File: src/rtl/prog_loader_if.sv
// Byte-stream input and program-memory write port of the program loader.
// The loader takes the master side; the byte source and memory take the slave side.
interface prog_loader_if;
  logic        byte_valid;
  logic [7:0]  byte_data;
  logic        byte_ready;
  logic        pm_we;
  logic [7:0]  pm_addr;
  logic [23:0] pm_wdata;

  modport master (
    input  byte_valid,
    input  byte_data,
    output byte_ready,
    output pm_we,
    output pm_addr,
    output pm_wdata
  );

  modport slave (
    output byte_valid,
    output byte_data,
    input  byte_ready,
    input  pm_we,
    input  pm_addr,
    input  pm_wdata
  );
endinterface

File: src/rtl/prog_loader.sv
// Framed byte-stream program loader: assembles 24-bit words into program memory and holds the
// CPU in reset until a frame's checksum is verified.
module prog_loader #(
  parameter logic [7:0]  HDR_BYTE    = 8'hA5,
  parameter int unsigned TIMEOUT_CYC = 50_000_000
) (
  input  logic          clk,
  input  logic          rst_n,
  prog_loader_if.master bus,
  input  logic          start,
  output logic          cpu_rst_n,
  output logic          busy,
  output logic          done,
  output logic          err,
  output logic [1:0]    err_code
);

  localparam int unsigned     TmoW    = $clog2(TIMEOUT_CYC + 1);
  localparam logic [TmoW-1:0] TmoLast = TmoW'(TIMEOUT_CYC - 1);

  typedef enum logic [3:0] {
    StHdr, StCnt, StB2, StB1, StB0, StWr, StChk, StDone, StErr
  } state_e;

  state_e          state_q, state_d;
  logic            ready_q, ready_d;
  logic            we_q, we_d;
  logic [7:0]      addr_q, addr_d;
  logic [23:0]     wdata_q, wdata_d;
  logic            cpu_rst_n_q, cpu_rst_n_d;
  logic            busy_q, busy_d;
  logic            done_q, done_d;
  logic            err_q, err_d;
  logic [1:0]      err_code_q, err_code_d;
  logic [8:0]      cnt_q, cnt_d;
  logic [7:0]      sum_q, sum_d;
  logic [TmoW-1:0] tmo_q, tmo_d;
  logic            accept;
  logic            timed;

  assign accept = bus.byte_valid && ready_q;

  always_comb begin
    state_d    = state_q;
    addr_d     = addr_q;
    wdata_d    = wdata_q;
    cnt_d      = cnt_q;
    sum_d      = sum_q;
    err_code_d = err_code_q;
    tmo_d      = '0;
    timed      = 1'b0;

    unique case (state_q)
      StHdr: begin
        if (accept && bus.byte_data == HDR_BYTE) state_d = StCnt;
      end
      StCnt: begin
        timed = 1'b1;
        if (accept) begin
          cnt_d   = (bus.byte_data == 8'd0) ? 9'd256 : {1'b0, bus.byte_data};
          sum_d   = bus.byte_data;
          addr_d  = '0;
          state_d = StB2;
        end
      end
      StB2: begin
        timed = 1'b1;
        if (accept) begin
          wdata_d[23:16] = bus.byte_data;
          sum_d          = sum_q + bus.byte_data;
          state_d        = StB1;
        end
      end
      StB1: begin
        timed = 1'b1;
        if (accept) begin
          wdata_d[15:8] = bus.byte_data;
          sum_d         = sum_q + bus.byte_data;
          state_d       = StB0;
        end
      end
      StB0: begin
        timed = 1'b1;
        if (accept) begin
          wdata_d[7:0] = bus.byte_data;
          sum_d        = sum_q + bus.byte_data;
          state_d      = StWr;
        end
      end
      StWr: begin
        timed   = 1'b1;
        addr_d  = addr_q + 8'd1;
        cnt_d   = cnt_q - 9'd1;
        state_d = (cnt_q == 9'd1) ? StChk : StB2;
      end
      StChk: begin
        timed = 1'b1;
        if (accept) begin
          if (bus.byte_data == sum_q) begin
            state_d = StDone;
          end else begin
            state_d    = StErr;
            err_code_d = 2'd1;
          end
        end
      end
      StDone, StErr: begin
        if (start) begin
          state_d    = StHdr;
          err_code_d = 2'd0;
        end
      end
      default: state_d = StHdr;
    endcase

    // Inter-byte watchdog; an abort overrides whatever the state above chose.
    if (timed) begin
      if (accept) begin
        tmo_d = '0;
      end else if (tmo_q == TmoLast) begin
        state_d    = StErr;
        err_code_d = 2'd2;
      end else begin
        tmo_d = tmo_q + TmoW'(1);
      end
    end
  end

  // Outputs are registered from the next state so they line up with the state register.
  always_comb begin
    ready_d     = state_d inside {StHdr, StCnt, StB2, StB1, StB0, StChk};
    we_d        = (state_d == StWr);
    busy_d      = state_d inside {StCnt, StB2, StB1, StB0, StWr, StChk};
    done_d      = (state_d == StDone);
    err_d       = (state_d == StErr);
    cpu_rst_n_d = (state_d == StDone);
  end

  always_ff @(posedge clk or negedge rst_n) begin
    if (!rst_n) begin
      state_q     <= StHdr;
      ready_q     <= 1'b0;
      we_q        <= 1'b0;
      addr_q      <= '0;
      wdata_q     <= '0;
      cpu_rst_n_q <= 1'b0;
      busy_q      <= 1'b0;
      done_q      <= 1'b0;
      err_q       <= 1'b0;
      err_code_q  <= '0;
      cnt_q       <= '0;
      sum_q       <= '0;
      tmo_q       <= '0;
    end else begin
      state_q     <= state_d;
      ready_q     <= ready_d;
      we_q        <= we_d;
      addr_q      <= addr_d;
      wdata_q     <= wdata_d;
      cpu_rst_n_q <= cpu_rst_n_d;
      busy_q      <= busy_d;
      done_q      <= done_d;
      err_q       <= err_d;
      err_code_q  <= err_code_d;
      cnt_q       <= cnt_d;
      sum_q       <= sum_d;
      tmo_q       <= tmo_d;
    end
  end

  assign bus.byte_ready = ready_q;
  assign bus.pm_we      = we_q;
  assign bus.pm_addr    = addr_q;
  assign bus.pm_wdata   = wdata_q;
  assign cpu_rst_n      = cpu_rst_n_q;
  assign busy           = busy_q;
  assign done           = done_q;
  assign err            = err_q;
  assign err_code       = err_code_q;

endmodule

File: src/flat_wrapper.sv
// flat-port wrapper written by rule: the top's interface ports become plain ports
module prog_loader_flat 
#(
  parameter logic [7:0]  HDR_BYTE    = 8'hA5,
  parameter int unsigned TIMEOUT_CYC = 50_000_000
)
  (clk, rst_n, start, cpu_rst_n, busy, done, err, err_code, bus_byte_valid, bus_byte_data, bus_byte_ready, bus_pm_we, bus_pm_addr, bus_pm_wdata);
  prog_loader_if bus_i ();
  input  logic clk;
  input  logic rst_n;
  input  logic start;
  output logic cpu_rst_n;
  output logic busy;
  output logic done;
  output logic err;
  output logic [1:0] err_code;
  input wire logic [$bits(bus_i.byte_valid)-1:0] bus_byte_valid;
  input wire logic [$bits(bus_i.byte_data)-1:0] bus_byte_data;
  output wire logic [$bits(bus_i.byte_ready)-1:0] bus_byte_ready;
  output wire logic [$bits(bus_i.pm_we)-1:0] bus_pm_we;
  output wire logic [$bits(bus_i.pm_addr)-1:0] bus_pm_addr;
  output wire logic [$bits(bus_i.pm_wdata)-1:0] bus_pm_wdata;
  assign bus_i.byte_valid = bus_byte_valid;
  assign bus_i.byte_data = bus_byte_data;
  assign bus_byte_ready = bus_i.byte_ready;
  assign bus_pm_we = bus_i.pm_we;
  assign bus_pm_addr = bus_i.pm_addr;
  assign bus_pm_wdata = bus_i.pm_wdata;
  prog_loader #(.HDR_BYTE(HDR_BYTE), .TIMEOUT_CYC(TIMEOUT_CYC)) u_core (.clk(clk), .rst_n(rst_n), .bus(bus_i), .start(start), .cpu_rst_n(cpu_rst_n), .busy(busy), .done(done), .err(err), .err_code(err_code));
endmodule
File: config.mk
export PLATFORM = sky130hd
export DESIGN_NAME = prog_loader_flat
export DESIGN_NICKNAME = d
export VERILOG_FILES = /design/src/rtl/prog_loader_if.sv /design/src/rtl/prog_loader.sv /design/src/flat_wrapper.sv
export SDC_FILE = /design/constraint.sdc
export NUM_CORES = 1
export LEC_CHECK = 0
export ABC_AREA = 1
export CAP_MARGIN = 20
export CORE_ASPECT_RATIO = 1.4
export CORE_MARGIN = 2
export CORE_UTILIZATION = 48
export CTS_CLUSTER_SIZE = 14
export DETAILED_ROUTE_END_ITERATION = 6
export PLACE_DENSITY = 0.74
export SETUP_SLACK_MARGIN = 0.4
export SLEW_MARGIN = 5
export SYNTH_ARGS = -nofsm -noshare
export SYNTH_HDL_FRONTEND = slang
export SYNTH_SLANG_ARGS = --single-unit
export TNS_END_PERCENT = 1
File: constraint.sdc
create_clock -name clk -period 1.7 [get_ports clk]
set_input_delay 0.34 -clock clk [delete_from_list [all_inputs] [get_ports clk]]
set_output_delay 0.34 -clock clk [all_outputs]
set_load 0.01 [all_outputs]
==> Word-level counts from Yosys, hierarchy flattened <==
Index checks and enable logic that the tools add are counted.
{ "totals": {"wordCells": 89, "ff_bits": 86, "in_bits": 12} }
{ "classes": {"muxes": 32, "n_reduce_logical": 17, "addsub": 4, "n_eq_ne": 22} }
{ "ops": {"columns": ["cell", "count"], "rows": [
  ["26-bit 2-to-1 mux", 3],
  ["4-bit 2-to-1 mux", 11],
  ["4-bit by 3-bit == test with 1-bit output, second input constant", 8],
  ["4-bit one-hot mux with 8 select lines", 1],
  ["8-bit one-hot mux with 2 select lines", 2],
  ["26-bit by 1-bit adder with 26-bit output, second input constant", 1],
  ["26-bit == test, second input constant", 1],
  ["8-bit 2-to-1 mux", 3],
  ["9-bit 2-to-1 mux", 2],
  ["9-bit one-hot mux with 2 select lines", 1],
  ["4-bit by 2-bit == test with 1-bit output, second input constant", 4],
  ["2-bit 2-to-1 mux", 6],
  ["6-bit nonzero test", 2],
  ["9-bit by 1-bit == test with 1-bit output, second input constant", 1],
  ["9-bit by 1-bit subtractor with 9-bit output, second input constant", 1],
  ["8-bit by 1-bit adder with 8-bit output, second input constant", 1],
  ["8-bit adder", 1],
  ["4-bit by 1-bit == test with 1-bit output, second input constant", 2],
  ["4-bit == test, second input constant", 2],
  ["8-bit == test", 1],
  ["8-bit == test, second input constant", 1],
  ["4-bit logical NOT", 2],
  ["8-bit logical NOT", 1],
  ["2-bit AND reduction", 4],
  ["other kinds (10)", 13]
]} }

==> Logic depth before layout (Yosys ltp) <==
Gate-level depths: netlist of run 1.
{ "depth": {"depth_word": 9, "mapped_depth": 13, "depth_no_buf": 13} }

==> Least setup slack after synthesis of run 1 <==
Ideal clock, no wire load.
{ "synth_timing": {"path_type": "in2reg", "start": "input bus_byte_data[0]", "end": "register u_core.sum_q[6]", "path_stages": 11, "setup_slack_ns": -0.011, "arrival_ns": 1.591, "required_ns": 1.580, "path_buffers": 0, "cell_sequence": "ha_1 > inv_1 > fa_1 > o21ai_0 > nand2_1 > nand2_1 > nand2_1 > nand2_1 > nor2_1 > o21ai_1 > nand2_1"} }
{ "synth_via": {"elab_chain_len": 3} }
{ "synth_rtl": {"columns": ["item", "line_no", "text"], "rows": [
  ["start, declared", "flat_wrapper.sv:18", "input wire logic [$bits(bus_i.byte_data)-1:0] bus_byte_data;"],
  ["8-bit adder", "prog_loader.sv:70, prog_loader.sv:78, prog_loader.sv:86", null],
  ["8-bit 2-to-1 mux", "prog_loader.sv:68, prog_loader.sv:76, prog_loader.sv:84", null],
  ["8-bit one-hot mux with 2 select lines", "prog_loader.sv:53", "unique case (state_q)"],
  ["end signal, assigned", "prog_loader.sv:166", "sum_q <= sum_d;"],
  ["end, declared", "prog_loader.sv:36", "logic [7:0] sum_q, sum_d;"]
]} }
No other way between the ends. The select of a mux whose other input is x is not followed.
A chain may end at the register's enable or synchronous reset.

==> Worst setup path in the final report of run 1 <==
{ "layout_timing": {"start": "register u_core.sum_q[2]", "end": "register u_core.ready_q, in the netlist u_core.bus.byte_ready"} }
{ "layout_via": {"elab_chain_len": 9, "word_cells_on_any_way": 14, "classes_between": "6 x eq/ne; 6 x mux; 2 x reduce/logical"} }
{ "layout_rtl": {"columns": ["item", "line_no", "text"], "rows": [
  ["8-bit == test (*)", "prog_loader.sv:99", "if (bus.byte_data == sum_q) begin"],
  ["4-bit 2-to-1 mux (*)", "prog_loader.sv:99", null],
  ["4-bit 2-to-1 mux (*)", "prog_loader.sv:98", "if (accept) begin"],
  ["4-bit one-hot mux with 8 select lines (*)", "prog_loader.sv:53", null],
  ["4-bit 2-to-1 mux", "prog_loader.sv:120", "end else if (tmo_q == TmoLast) begin"],
  ["4-bit 2-to-1 mux", "prog_loader.sv:118", "if (accept) begin"],
  ["4-bit 2-to-1 mux (*)", "prog_loader.sv:117", "if (timed) begin"],
  ["named net u_core.state_d[3]", "prog_loader.sv:25", "state_e state_q, state_d;"],
  ["4-bit by 1-bit == test with 1-bit output, or another cell as far along", "prog_loader.sv:131", "ready_d = state_d inside {StHdr, StCnt, StB2, StB1, StB0, StChk};"],
  ["6-bit nonzero test (*)", "prog_loader.sv:131", null],
  ["named net u_core.ready_d", "prog_loader.sv:26", "logic ready_q, ready_d;"],
  ["end signal, assigned", "prog_loader.sv:156", "ready_q <= ready_d;"],
  ["end, declared", "prog_loader.sv:26", null]
]} }
The timed path passes the listed nets; every way through them passes the cells marked *.

==> results of run 1 <==
through the flow:
stage / TNS, ns / setup slack (ns)
after floorplan: 0 / 0.0912
after global placement: -6.29 / -0.439
after detailed placement: -7.58 / -0.526
after CTS: -0.00562 / -0.00562
after global routing: -0.798 / -0.106
final: 0 / 0.00112
tightest hold or removal path, delay by kind of cell:
family,cells,cell delay (ns)
buf+inv,1,0.25
compound gates,2,0.18
per-layer routing:
| metal | wire length [µm] | vias to the layer above | track usage, % |
|---|---|---|---|
| li1 | - | 2141 | - |
| met1 | 5040 | 2164 | 29.0 |
| met2 | 7240 | 120 | 46.8 |
| met3 | 437 | 40 | 4.61 |
| met4 | 478 | 0 | 13.1 |
| met5 | 0 | - | 0 |
flip-flops by register name, indices dropped and copies added (netlist names), 2 cells and up:
signal,count
u_core.err_code,2
u_core.bus.pm_addr,8
u_core.state_q,4
u_core.sum_q,8
u_core.cnt_q,9
u_core.tmo_q,26
u_core.bus.pm_wdata,24
cells in the final DEF, fill, tap and decap left out, types with 8 or more instances in the layout:
master and count:
sky130_fd_sc_hd__buf_2 35, sky130_fd_sc_hd__buf_6 8, sky130_fd_sc_hd__a21oi_1 11, sky130_fd_sc_hd__inv_1 52
sky130_fd_sc_hd__nor2_4 10, sky130_fd_sc_hd__nand2_2 13, sky130_fd_sc_hd__buf_4 53, sky130_fd_sc_hd__nor2_2 14
sky130_fd_sc_hd__nor3_1 11, sky130_fd_sc_hd__inv_2 10, sky130_fd_sc_hd__clkbuf_16 9, sky130_fd_sc_hd__nor2_1 52
sky130_fd_sc_hd__nand2_1 110, sky130_fd_sc_hd__o21ai_0 28, sky130_fd_sc_hd__nand3_1 25, sky130_fd_sc_hd__nand4_1 14
sky130_fd_sc_hd__nand3_2 8, sky130_fd_sc_hd__dfrtp_1 80, sky130_fd_sc_hd__xor2_1 10, sky130_fd_sc_hd__o21ai_1 12
how the worst max path moves through the flow:
| stage | startpoint | end | slack [ns] | cells past startpoint |
|---|---|---|---|---|
| 2_1_floorplan | u_core.tmo_q[0] | u_core.tmo_q[14] | 0.09 | 10 |
| 3_5_place_dp | bus_byte_data[3] | u_core.busy | -0.53 | 12 |
| 5_1_grt | u_core.sum_q[2] | u_core.bus.byte_ready | -0.11 | 8 |
| 3_3_place_gp | bus_byte_data[3] | u_core.busy | -0.44 | 12 |
| 6_report | u_core.sum_q[2] | u_core.bus.byte_ready | 0.001 | 8 |
| 4_1_cts | u_core.sum_q[3] | u_core.busy | -0.006 | 11 |
power groups by stage:
stage	combinational, W	clock [W]	sequential (W)
2_1_floorplan	0.00209	0	0.00314
3_3_place_gp	0.00378	0	0.00306
3_5_place_dp	0.00391	0	0.00308
4_1_cts	0.00402	0.00193	0.00308
5_1_grt	0.00479	0.00200	0.00322
6_report	0.00437	0.00190	0.00316
repair_timing:
action	CTS	global route
gates cloned	0	0
pin swaps	61	36
endpoints found under the setup margin	126	95
gates resized for setup	242	68
hold endpoints to repair	28	0
hold buffers	1	0
buffers inserted	3	2
cell type report:
class	instances	area share [%]
clock inverter	5	0.662
inverter	74	4.94
clock buffer	11	3.78
multi-input combinational	406	40.8
timing repair buffer	117	14.1
tap	110	2.14
sequential	86	33.6
cells by family (layout without fill, tap and decap cells):
kind of cell    count (synthesis)  count (layout)
buf+inv                        81             207
fa+ha+maj                      12              12
xor+xnor                       17              17
compound gates                 86              86
flops                          86              86
simple gates                  289             289
mux                             2               2
==> run metrics, run 1 <==
Yosys cell types 44; proportion of synthesized chip area in sequential cells between 40% and 50%; wire length per cell approximately 16 µm; FF-to-FF End u_core.bus.byte_ready; flip-flop and latch count after synthesis 86; share of synthesized cell area in full adder, half adder and majority cells 3.43%; final net count 718; highest net fanout along the worst path 2; Finished Layout Cells 809; share of power burned in the clock network between 20% and 30%; final hold violations 0; Congestion Overflow GR 0; required time of the worst setup path 1.96 ns; TritonCTS Buffers 9; count of synthesis-stage warnings from yosys 0; final RePlAce weighted congestion approximately 0.96; Endpoint, Worst Hold u_core.sum_q[1]; Fmax achieved 0.589 GHz; Buffers on Ports 51; internal portion of total power 0.00553 W; compound-cell area share of the yosys netlist between 10% and 20%; clock slew at reported path FFs around 0.07 ns; io pins 52; final clock skew 0.00814 ns; number of diodes 0; cell depth of the worst min-delay path 3; worst path buffer plus inverter count 1; startpoint-to-endpoint class of the critical path register to register; area of all placed cells without fillers 0.00643 mm²; measured slew at the worst slew-check pin 0.410 ns; average instance area after synthesis 8.03 µm²; maximum single-stage delay on the critical path 0.42 ns; portion of total power attributed to combinational logic 46.3%; largest cells by area after synthesis sky130_fd_sc_hd__dfrtp_1 (47%), sky130_fd_sc_hd__nand2_1 (10%), sky130_fd_sc_hd__nor2_1 (5.7%); R2R depth 8; largest area contributor in the synthesized netlist sky130_fd_sc_hd__dfrtp_1; H-tree depth reported by CTS 3; share of total power consumed by net switching 41.3%; share of power burned in registers 33.5%; post-route fraction of the period consumed by the critical path 99.9%; max-capacitance violation count 0; power spent charging and discharging nets 0.00389 W; global-route usage over all layers 26.1%; Worst setup SP type register; post-synthesis async set-or-reset flop share 100%; Pre-Repair DR Iteration Count 5; Worst R2R Setup Slack 0.001 ns; mux share of post-synthesis cell area less than 1%; VDD IR-drop max 955 µV; xor-xnor portion of the synthesized cell area 3.24%; DP Wirelength 9.30 mm; antenna violations before repair 0; hold path startpoint bus_byte_data[1]; Layout Utilization 68.4%; reported leakage power 3.10 nW; Sequential Area around 0.0022 mm²; most used flip-flop cell after synthesis sky130_fd_sc_hd__dfrtp_1; Synth Instances roughly 570; starting utilization of the core area between 40 and 50%; area occupied by multi-input gates roughly 0.0026 mm²; drc violations 0; slowest stage cell, crit path sky130_fd_sc_hd__dfrtp_1; Cell Area, Synth 0.00460 mm²; root buf cell sky130_fd_sc_hd__clkbuf_16; fraction of synthesized cell area taken by the top area cell type 46.8%; Placed Instances 787; cell breakdown of the critical path ha_4 > or2_4 > nor2_2 > nand3b_1 > buf_4 > nand3_4 > o211ai_1 > nor3_1; Final Routed Wirelength 13.2 mm; clock latency on the worst-skew pair 0.35 ns; power density over cell area 1470 mW/mm²; TritonCTS clock tree built; CP endpoint kind register; number of enable-type register cells in the synthesized netlist 0; number of global-route vias before repair 4519; kind of cell with the highest combined delay on the critical path simple AND/OR/NAND/NOR gates; Clock Sinks 86; simple logic cell fraction of the synthesized area 28.2%; Final ANT Viol Nets 0; setup violators final 0; layout filler cell count 728; unrepaired setup endpoints after global routing yes; most numerous cell in the Yosys netlist sky130_fd_sc_hd__nand2_1; maximum buffer depth of the clock tree 2; placeable core region 0.00941 mm²; slew margin rel. about 73%; synth cell count leaders sky130_fd_sc_hd__nand2_1 (128), sky130_fd_sc_hd__dfrtp_1 (86), sky130_fd_sc_hd__nor2_1 (70), sky130_fd_sc_hd__inv_1 (62), sky130_fd_sc_hd__o21ai_0 (38); share of layout cells above drive strength 1 35.2%; Area after DPL about 0.0058 mm²; maximum number of pins on one net before global-route repair 31; Synthesized Nets 597; via count 4465; Die Height between 100 and 150 µm; Iteration-0 DRC Markers 303; post-route total power between 0.009 and 0.01 W; Hold Slack 0.462 ns; Die Width 86.7 µm; largest family of logic cells by synthesized area simple AND/OR/NAND/NOR gates; critical path arrival between 1.5 and 2 ns; final max-slew violation count 0; wire length of the first global-routing pass approximately 21 mm; post-DR vias/cell 5.52; beginning of the worst register-to-register path u_core.sum_q[2]; Total Die Area 0.0104 mm²; time the final worst path needs with I/O delays and setup 1.70 ns; worst hold-check path type input port to register; layout overhead on the synthesized area 39.8%; outcome finished, final reports clean; number of standard-cell rows in the floorplan 42
Note: power is estimated with default switching activity, not from simulation.
==> run 2, diff against run 1 <==
Settings changed: CORE_MARGIN 2 to 10, GPL_TIMING_DRIVEN set to 0.
==> run 2 against run 1 <==
The flow now finishes with violations (negative setup slack). Worst hold slack worse by 0.0097 ns. Setup slack worse by 0.073 ns. Sequential cell count unchanged. Register-to-register slack worse by 0.07 ns. Sequential share of layout area up 2.7 points. Critical endpoint is now u_core.busy.
==> run metrics, run 2 (synthesized netlist as in run 1, its figures left out) <==
startpoint-to-endpoint class of the critical path register to register; global-route usage over all layers 18.4%; TritonCTS Buffers 9; number of standard-cell rows in the floorplan 42; final hold violations 0; critical path arrival 2.05 ns; Top reg by flops u_core.tmo_q; number of global-route vias before repair between 4000 and 5000; violated checks negative setup slack; final clock skew 0.00913 ns; Placed Instances between 700 and 800; maximum buffer depth of the clock tree 2; Final ANT Viol Nets 0; met3 WL post-DR slightly below 500 µm; Sequential Area around 0.0022 mm²; area of all placed cells without fillers 0.00597 mm²; clock latency on the worst-skew pair 0.35 ns; time the final worst path needs with I/O delays and setup ~1.8 ns; required time of the worst setup path 1.98 ns; drc violations 0; clock slew at reported path FFs 0.06 ns; topmost layer with routed signal wires met4; wire length per cell 16.4 µm; outcome complete, but fails checks; post-route fraction of the period consumed by the critical path 104%; measured slew at the worst slew-check pin 0.387 ns; Sum Neg Setup Slack -0.149 ns; final max-slew violation count 0; Worst setup SP type register; Hold Slack 0.452 ns; number of diodes 0; io pins 52; worst hold-check path type input port to async pin; share of layout cells above drive strength 1 26.5%; Area after DPL roughly 0.0053 mm²; Finished Layout Cells 766; Iteration-0 DRC Markers 287; number of flip-flops in the largest register 26; DRT met1 WL 4.84 mm; VDD IR-drop max 795 µV; power density over cell area 1500 mW/mm²; wire length of the first global-routing pass 20.0 mm; unrepaired setup endpoints after global routing yes; slew margin rel. 74.2%; H-tree depth reported by CTS 3; root buf cell sky130_fd_sc_hd__clkbuf_16; starting utilization of the core area 48.9%; Fmax achieved 0.565 GHz; commonest non-fill, non-tap cell in the layout sky130_fd_sc_hd__nand2_1; Pre-Repair DR Iteration Count 4; Buffers on Ports 51; Die Width 103 µm; Clock Sinks 86; post-DR vias/cell approximately 5.5; setup violators final 4; setup slack of the critical path after layout -0.0714 ns; layout overhead on the synthesized area 29.8%; final RePlAce weighted congestion 0.986; Congestion Overflow GR 0; maximum number of pins on one net before global-route repair 62; TritonCTS clock tree built; most frequent cells in the layout sky130_fd_sc_hd__nand2_1 (113), sky130_fd_sc_hd__dfrtp_1 (76), sky130_fd_sc_hd__nor2_1 (60); antenna violations before repair 0; Die Height 136 µm; highest net fanout along the worst path 4; final net count 675; CP endpoint kind register; layout filler cell count 790; max-capacitance violation count 0; Final Routed Wirelength 12.5 mm; area occupied by multi-input gates 0.00247 mm²; met2 routed WL a little under 7 mm; Place WS -0.695 ns; Total Die Area 0.0140 mm²; reported leakage power between 2 and 3 nW; via count 4189; DP Wirelength 9.11 mm; placeable core region 0.00941 mm²
## run 2: changes by cell type in the layout (fill, tap and decap cells not counted), sizes merged
| cell | delta |
|---|---|
| inv | +2 |
| buf | -45 |
| bufinv | +1 |
| clkbuf | +2 |
| clkinv | -3 |
## run 2: stage by stage
stage,power (W),utilization (%)
after detailed placement,0.00659,56.6
after global placement,0.00650,56.3
after floorplan,0.00524,-
after CTS,0.00860,60.1
final,0.00898,63.5
after global routing,0.00958,63.5
## run 2: per-layer routing
layer / vias up / GRT usage [%]
li1: 2054 / -
met1: 1987 / 19.8
met2: 109 / 32.5
met3: 39 / 3.46
met4: 0 / 10.4
met5: - / 0
## run 2: power by group
group	internal (W)	switching [W]	leakage, nW
Combinational	0.00155	0.00223	1.59
Sequential	0.00263	0.000479	1.11
Clock	0.00123	0.000850	0.153
## run 2: worst max-delay path, cell delays in order, from the launching register on
cell and delay [ns]:
sky130_fd_sc_hd__dfrtp_1 0.41, sky130_fd_sc_hd__ha_4 0.27, sky130_fd_sc_hd__or2_4 0.23, sky130_fd_sc_hd__nor2_2 0.11, sky130_fd_sc_hd__nand3b_1 0.14, sky130_fd_sc_hd__nand2_2 0.12, sky130_fd_sc_hd__nand2_2 0.06, sky130_fd_sc_hd__inv_2 0.07
sky130_fd_sc_hd__nor2_2 0.04, sky130_fd_sc_hd__nor2_1 0.13, sky130_fd_sc_hd__nand2_1 0.07, sky130_fd_sc_hd__nand2_1 0.06
## run 2: path summary, 6_finish.rpt
check,from,cells past startpoint,slack (ns),end
worst max-delay path,u_core.sum_q[3],11,-0.07,u_core.busy
worst min-delay path,rst_n,2,0.45,u_core.tmo_q[11]
worst max register to register,u_core.sum_q[3],11,-0.07,u_core.busy
worst min register to register,u_core.bus.pm_addr[7],1,0.47,u_core.bus.pm_addr[7]
max in group asynchronous,rst_n,3,0.59,u_core.state_q[1]
min in group clk,bus_byte_data[0],3,0.46,u_core.sum_q[0]
## run 2: cell type report
type                            instances  share of cell area, %
Multi-Input combinational cell        406                   41.4
Sequential cell                        86                   36.3
Timing Repair Buffer                   67                   8.61
Inverter                               74                   5.05
Clock buffer                           11                   4.23
Tap cell                              110                   2.31
Clock inverter                          5                   1.07
Buffer                                  7                   1.05
## run 2: timing repair
action	4_1_cts	5_1_grt
hold buffers	1	0
endpoints found under the setup margin	126	93
pin swaps	8	24
gates resized for setup	198	70
endpoints found under the hold margin	25	0
buffers inserted	5	9
